--- config.mk ---
export PLATFORM = sky130hd
export DESIGN_NAME = video_in_capture
export DESIGN_NICKNAME = d
export VERILOG_FILES = /design/src/rtl/video_in_capture.sv
export SDC_FILE = /design/constraint.sdc
export NUM_CORES = 1
export LEC_CHECK = 0
export ABC_AREA = 1
export CORE_MARGIN = 2
export CORE_UTILIZATION = 55
export CTS_CLUSTER_DIAMETER = 30
export DETAILED_ROUTE_END_ITERATION = 8
export PLACE_DENSITY_LB_ADDON = 0.05
export SYNTH_ARGS = -nofsm -noshare
export SYNTH_HDL_FRONTEND = slang
export SYNTH_SLANG_ARGS = --single-unit
--- constraint.sdc ---
create_clock -name clk -period 3.3 [get_ports clk]
set_input_delay 0.825 -clock clk [delete_from_list [all_inputs] [get_ports clk]]
set_output_delay 0.825 -clock clk [all_outputs]
set_load 0.01 [all_outputs]
--- src/rtl/video_in_capture.sv ---
// video_in_capture
// Captures raster video from a display-timing source (frame_valid/line_valid)
// and forwards accepted pixels to a downstream FIFO one cycle later.
// Line/frame geometry is checked against P_WIDTH x P_HEIGHT; violations and
// FIFO overflows are reported on sticky flags cleared by err_clr.
//
// Ports
//   clk            single clock
//   RST            synchronous active-high reset
//   line_valid     line active from display
//   frame_valid    frame active from display
//   pixel_in       pixel data, valid when line_valid and frame_valid are high
//   fifo_full      downstream FIFO cannot accept a write this cycle
//   err_clr        clears all sticky error flags
//   w_e            FIFO write enable
//   pixel_out      registered pixel, qualified by w_e
//   sof / eol      first pixel of frame / last pixel of line (output cycle)
//   err_*          sticky error flags
//   frame_cnt      completed frames, wraps
//
// state        | meaning
// S_IDLE       | after reset, wait for frame_valid low (never start mid-frame)
// S_WAIT_FV    | wait for frame start
// S_WAIT_LV    | inside frame, waiting for the next line
// S_ACTIVE     | line in progress, accepting pixels
// S_WAIT_FV_LOW| all lines received, waiting for frame end
module video_in_capture #(
  parameter int P_WIDTH  = 640,
  parameter int P_HEIGHT = 480,
  parameter int P_PIX_W  = 8,
  parameter int P_CNT_W  = 10
) (
  input  logic               clk,
  input  logic               RST,
  input  logic               line_valid,
  input  logic               frame_valid,
  input  logic [P_PIX_W-1:0] pixel_in,
  input  logic               fifo_full,
  input  logic               err_clr,
  output logic               w_e,
  output logic [P_PIX_W-1:0] pixel_out,
  output logic               sof,
  output logic               eol,
  output logic               err_short_line,
  output logic               err_long_line,
  output logic               err_frame,
  output logic               err_overflow,
  output logic [15:0]        frame_cnt
);

  localparam logic [P_CNT_W-1:0] L_W      = P_CNT_W'(P_WIDTH);
  localparam logic [P_CNT_W-1:0] L_W_LAST = P_CNT_W'(P_WIDTH - 1);
  localparam logic [P_CNT_W-1:0] L_H      = P_CNT_W'(P_HEIGHT);

  typedef enum logic [2:0] {
    S_IDLE, S_WAIT_FV, S_WAIT_LV, S_ACTIVE, S_WAIT_FV_LOW
  } state_t;

  state_t state, state_nxt;

  logic [P_CNT_W-1:0] pixel_c, pixel_l;
  logic [P_CNT_W-1:0] pixel_l_inc;

  logic accept, drop_long, line_end, short_ev, frame_ev, frame_done, cnt_clr;

  assign pixel_l_inc = pixel_l + P_CNT_W'(1);

  always_ff @(posedge clk) begin
    if (RST) state <= S_IDLE;
    else     state <= state_nxt;
  end

  always_comb begin
    state_nxt = state;
    case (state)
      S_IDLE:        if (!frame_valid) state_nxt = S_WAIT_FV;
      S_WAIT_FV:     if (frame_valid) state_nxt = S_WAIT_LV;
      S_WAIT_LV: begin
        if (!frame_valid)    state_nxt = S_WAIT_FV;
        else if (line_valid) state_nxt = S_ACTIVE;
      end
      S_ACTIVE: begin
        if (!frame_valid)     state_nxt = S_WAIT_FV;
        else if (!line_valid) state_nxt = (pixel_l_inc == L_H) ? S_WAIT_FV_LOW : S_WAIT_LV;
      end
      S_WAIT_FV_LOW: if (!frame_valid) state_nxt = S_WAIT_FV;
      default:       state_nxt = S_IDLE;
    endcase
  end

  always_comb begin
    accept     = 1'b0;
    drop_long  = 1'b0;
    line_end   = 1'b0;
    frame_ev   = 1'b0;
    frame_done = 1'b0;
    cnt_clr    = 1'b0;
    case (state)
      S_WAIT_FV: cnt_clr = frame_valid;
      S_WAIT_LV: begin
        if (!frame_valid)    frame_ev = 1'b1;
        else if (line_valid) accept   = 1'b1;
      end
      S_ACTIVE: begin
        if (!frame_valid) begin
          line_end = 1'b1;
          frame_ev = 1'b1;
        end else if (line_valid) begin
          if (pixel_c < L_W) accept    = 1'b1;
          else               drop_long = 1'b1;
        end else begin
          line_end = 1'b1;
        end
      end
      S_WAIT_FV_LOW: begin
        if (line_valid)   frame_ev   = 1'b1;
        if (!frame_valid) frame_done = 1'b1;
      end
      default: ;
    endcase
    short_ev = line_end && (pixel_c != L_W);
  end

  always_ff @(posedge clk) begin
    if (RST) begin
      w_e            <= 1'b0;
      pixel_out      <= '0;
      sof            <= 1'b0;
      eol            <= 1'b0;
      pixel_c        <= '0;
      pixel_l        <= '0;
      err_short_line <= 1'b0;
      err_long_line  <= 1'b0;
      err_frame      <= 1'b0;
      err_overflow   <= 1'b0;
      frame_cnt      <= '0;
    end else begin
      // Overflow only gates the write; position markers still follow the raster.
      w_e <= accept & ~fifo_full;
      if (accept) pixel_out <= pixel_in;
      sof <= accept && (pixel_c == '0) && (pixel_l == '0);
      eol <= accept && (pixel_c == L_W_LAST);

      if (cnt_clr) begin
        pixel_c <= '0;
        pixel_l <= '0;
      end else if (accept) begin
        pixel_c <= pixel_c + P_CNT_W'(1);
      end else if (line_end) begin
        pixel_c <= '0;
        pixel_l <= pixel_l_inc;
      end

      // A set event in the same cycle as err_clr wins.
      err_short_line <= short_ev             | (err_short_line & ~err_clr);
      err_long_line  <= drop_long            | (err_long_line  & ~err_clr);
      err_frame      <= frame_ev             | (err_frame      & ~err_clr);
      err_overflow   <= (accept & fifo_full) | (err_overflow   & ~err_clr);

      if (frame_done) frame_cnt <= frame_cnt + 16'd1;
    end
  end

endmodule

## After elaboration in Yosys (flattened, before gate mapping)

Index checks and enable logic that the tools add are counted.
W data, S select, Z words.

| storage, ports and cells | value |
|---|---|
| input bits | 14 |
| output and inout bits | 31 |
| bits in registers | 54 |
| word-level logic and storage cells | 80 |

| operators by class | value |
|---|---|
| magnitude comparators | 1 |
| add/sub/neg operators | 3 |
| reduce and logical (&&, ||, !) cells | 13 |
| equal/unequal tests | 11 |
| mux-type cells | 27 |
| bitwise logic cells | 13 |

Operators with widths:

| cell | count |
|---|---|
| $mux W3 | 7 |
| $add A10 B1 Y10 const B | 2 |
| $logic_not A10 Y1 | 2 |
| $mux W10 | 2 |
| $add A16 B1 Y16 const B | 1 |
| $mux W1 | 15 |
| $pmux W3 S4 | 1 |
| $eq A10 B10 Y1 const B | 1 |
| $eq A10 B9 Y1 const B | 1 |
| $lt A10 B10 Y1 const B | 1 |
| $ne A10 B10 Y1 const B | 1 |
| $and A1 B1 Y1 | 6 |
| $eq A3 B2 Y1 const B | 2 |
| $ne A3 B3 Y1 const B | 2 |
| $reduce_or A2 Y1 | 3 |
| $logic_and A1 B1 Y1 | 4 |
| $ne A2 B2 Y1 const B | 2 |
| $or A1 B1 Y1 | 4 |
| $pmux W1 S2 | 2 |
| $reduce_and A4 Y1 | 1 |
| $eq A3 B1 Y1 const B | 1 |
| $eq A3 B3 Y1 const B | 1 |
| $logic_not A3 Y1 | 1 |
| $not A1 Y1 | 3 |
| 2 further kinds | 2 |

## Longest topological paths before layout

| depth | value |
|---|---|
| depth in word-level cells | 7 |
| gate-level depth with buffers | 13 |
| gate-level depth less buffers | 13 |

## Least setup slack after synthesis

No wires, ideal clock.

| timing | value |
|---|---|
| path kind | input port to flip-flop |
| start point | input port frame_valid |
| end point | register frame_cnt[15] |
| path buffers | 0 |
| setup slack | 1474 ps |
| arrival time | 1707 ps |
| data required time | 3181 ps |
| setup time | 119 ps |
| cell stages on the path | 8 |
| path through | inv_2 nand3_4 nor2_4 nand3_2 nor2_2 nand4_2 nor3b_1 nor2_1 |

| on the way | value |
|---|---|
| word-level cells in the longest chain between the ends | 2 |

Ends and longest elaborated chain:

| what | RTL line | text |
|---|---|---|
| start: declaration | 36 | `input logic frame_valid,` |
| $mux W1 | 117 | `if (!frame_valid) frame_done = 1'b1;` |
| $mux W1 | 98 | `case (state)` |
| end signal: assignment | 160 | `if (frame_done) frame_cnt <= frame_cnt + 16'd1;` |
| end: declaration | 48 | `output logic [15:0] frame_cnt` |

No other way between the ends.
A chain may end at the register's enable or synchronous reset.

## Worst setup path after layout

| timing | value |
|---|---|
| start point | input port frame_valid |
| end point | register pixel_c[4] |

| on the way | value |
|---|---|
| word-level cells in the longest chain between the ends | 3 |
| elaborated cells between the ends (all ways) | 9 |
| classes of those cells | mux: 7; reduce/logical: 2 |

Ends and longest elaborated chain:

| what | RTL line | text |
|---|---|---|
| $mux W1 (on tied branches) | 105, 101 |  |
| $pmux W1 S2 / $mux W1 (equally long branches) | 98 |  |
| $mux W10 / $reduce_bool A2 Y1 (equally long branches) | -- |  |
| end signal: assignment | 148 | `pixel_c <= pixel_c + P_CNT_W'(1);` |
| end: declaration | 61 | `logic [P_CNT_W-1:0] pixel_c, pixel_l;` |

Several ways; a longest one is shown, not always the timed one.

==> impl_metrics.env <==
export IMPL_status="finished, final reports clean"
export IMPL_viasPerCell=5.28
export IMPL_cts_sinks=54
export IMPL_syn_area_per_cell_sq_um=7.48
export IMPL_fin_area_sq_um=3240
export IMPL_grt_start_max_net_pins=20
export IMPL_synth_top_area_frac=0.405
export IMPL_power_frac_comb=0.153
export IMPL_worstPathRequired_ns=3.52
export IMPL_end_kind="flop"
export IMPL_syn_to_final_growth_pct=21.2
export IMPL_fin_util=0.690
export IMPL_grt_use_total=0.221
export IMPL_initial_core_util=0.569
export IMPL_drtIter0Drc=116
export IMPL_power_switching_mw=0.328
export IMPL_leakage_nw=1.18
export IMPL_synth_flop_cell="dfxtp_1"
export IMPL_overflow=0
export IMPL_clock_root_buffer="clkbuf_8"
export IMPL_cp_start_kind="input pin"
export IMPL_gp_congestion=0.852
export IMPL_worst_ep_arrival_time_ns=2.58
export IMPL_power_density_nw_per_um2=376
export IMPL_synth_cell_type_count=43
export IMPL_slew_headroom=0.770
export IMPL_hold_buffers=0
export IMPL_clockBufferDepth=2
export IMPL_n_fill_cell=418
export IMPL_setup_viol=0
export IMPL_clkLatencyLatePin_ns=0.30
export IMPL_ir_worst_vdd_v=0.000237
export IMPL_min_period_ns=2.36
export IMPL_whs_path_depth=2
export IMPL_drt_first_pass_iters=4
export IMPL_synth_area_sq_um=2670
export IMPL_post_cts_resized=0
export IMPL_critPathKind="in2reg"
export IMPL_final_cell_mix="nand2_1, dfxtp_1, nor2_1, clkdlybuf4s50_1, inv_1"
export IMPL_ys_seq_area_frac=0.405
export IMPL_synth_seq_cells=54
export IMPL_rr_endpoint="pixel_c[4]"
export IMPL_die_h_microns=73.7
export IMPL_routed_wire_length_per_instance_microns=12.1
export IMPL_diodes=0
export IMPL_placed_cell_area_sq_um=3160
export IMPL_vias=2416
export IMPL_fmax_ghz=0.424
export IMPL_coreArea_sq_um=4690
export IMPL_io_buffers=44
export IMPL_grt_pass1_vias=2219
export IMPL_cp_max_fo=17
export IMPL_cap_violations=0
export IMPL_place_hpwl_mm=4.24
export IMPL_synth_top_area_cell="dfxtp_1"
export IMPL_nNetsFinal=423
export IMPL_antenna_found_initial=0
export IMPL_min_period_over_period=0.716
export IMPL_power_internal_mw=0.887
export IMPL_crit_end="pixel_c[4]"
export IMPL_crit_path_start="frame_valid"
export IMPL_hold_viol=0
export IMPL_final_layout_size_suffix_gt1_frac=0.129
export IMPL_mostFrequentLayoutCell="nand2_1"
export IMPL_tightest_slew_ns=0.341
export IMPL_cts_tree="yes"
export IMPL_r2r_start="state[1]"
export IMPL_num_rows=25
export IMPL_synth_cells=357
export IMPL_placedCellCount=451
export IMPL_finalMaxSlewViolations=0
export IMPL_cts_buffers=5
export IMPL_fin_setup_tns_ns=0
export IMPL_antenna_left=0
export IMPL_drc=0
export IMPL_clkTransAtPathRegs_ns=0.09
export IMPL_synth_edf_count=0
export IMPL_wl_mm=5.53
export IMPL_async_flop_share=0
export IMPL_rsz0062_at_grt="no"
export IMPL_skew_ns=0.00648
export IMPL_cts_setup_buffers=0
export IMPL_power_frac_seq=0.562
export IMPL_ios=45
export IMPL_r2r_setup_slack_ns=1.56
export IMPL_synth_warnings=0
export IMPL_p_sw_frac=0.270
export IMPL_fp_dieW_microns=73.7
export IMPL_synthTopCellsByArea="dfxtp_1, nand2_1, nor2_1"
export IMPL_dieArea_sq_um=5430
export IMPL_pwr_share_clk=0.285
export IMPL_stdcell_count=458
export IMPL_syn_nets=376
export IMPL_htreeDepth=2
export IMPL_grt_pass1_wl_mm=9.42
export IMPL_hp_class="reg2reg"
export IMPL_rr_worst_depth=8
## kinds of logic (layout without fill, tap and decap cells)
family | count (synthesis) | after routing | share of synthesized area
xor+xnor | 3 | 3 | 0.00985
fa+ha+maj | 5 | 5 | 0.0234
buf+inv | 55 | 102 | 0.0797
simple gates | 173 | 173 | 0.325
mux | 1 | 1 | 0.00375
compound gates | 66 | 66 | 0.153
flops | 54 | 54 | 0.405
## power by group through the flow
stage	combinational [mW]	clock [mW]	sequential, mW
after floorplan	0.123	0	0.700
after global placement	0.183	0	0.697
after detailed placement	0.186	0	0.698
after CTS	0.187	0.351	0.683
after global routing	0.211	0.377	0.685
final	0.186	0.347	0.683
## synthesized netlist by cell type, types with 3 or more instances
cell     count
dfxtp_1     54
nor3_1      10
inv_2       12
o21ai_1      3
nor2_4       7
nor2_1      44
nand2_2      4
a21oi_1     26
nand3_1     17
nand2_1     68
inv_1       38
nand3_2      3
o21ai_0     19
o22ai_1      3
nor2_2       5
xor2_1       3
ha_1         5
nand4_1      3
## how the worst min path moves through the flow
stage	from	to
after floorplan	pixel_c[9]	eol
after global placement	err_long_line	err_long_line
after detailed placement	err_long_line	err_long_line
after CTS	err_long_line	err_long_line
after global routing	err_long_line	err_long_line
final	err_long_line	err_long_line
## layer usage
metal / vias up / wire length [microns] / global-route usage
met1: 1113 / 2630 / 0.274
met3: 5 / 160 / 0.0425
met2: 36 / 2650 / 0.377
met5: - / 0 / 0
met4: 0 / 86 / 0.0828
li1: 1262 / - / -
## sequential cells by signal (all words and copies together), names as in the netlist, 3 cells and up
register / count
pixel_out: 8
pixel_l: 10
state: 3
frame_cnt: 16
pixel_c: 10
## through the flow
stage | power (mW) | hold WS, ns | setup WS, ns
final | 1.22 | 0.468 | 0.939
after global routing | 1.27 | 0.487 | 0.759
after CTS | 1.22 | 0.468 | 0.955
after detailed placement | 0.885 | 0.455 | 0.645
after global placement | 0.881 | 0.455 | 0.686
after floorplan | 0.824 | 0.441 | 1.47
## worst max-delay path: stages
cell and delay [ns]:
clkdlybuf4s50_1 0.61, nand2_1 0.10, nor2_1 0.14, nand2_2 0.18, inv_2 0.30, o21ai_0 0.18
a221oi_2 0.24
## final cells by class
class,count,area (sq um),area share
clock buffer,7,76.3,0.0236
inverter,50,188,0.0580
multi-input combinational,248,1380,0.425
sequential,54,1080,0.334
tap,54,67.6,0.0209
timing repair buffer,45,448,0.138
Power figures use the tool's default switching activity.
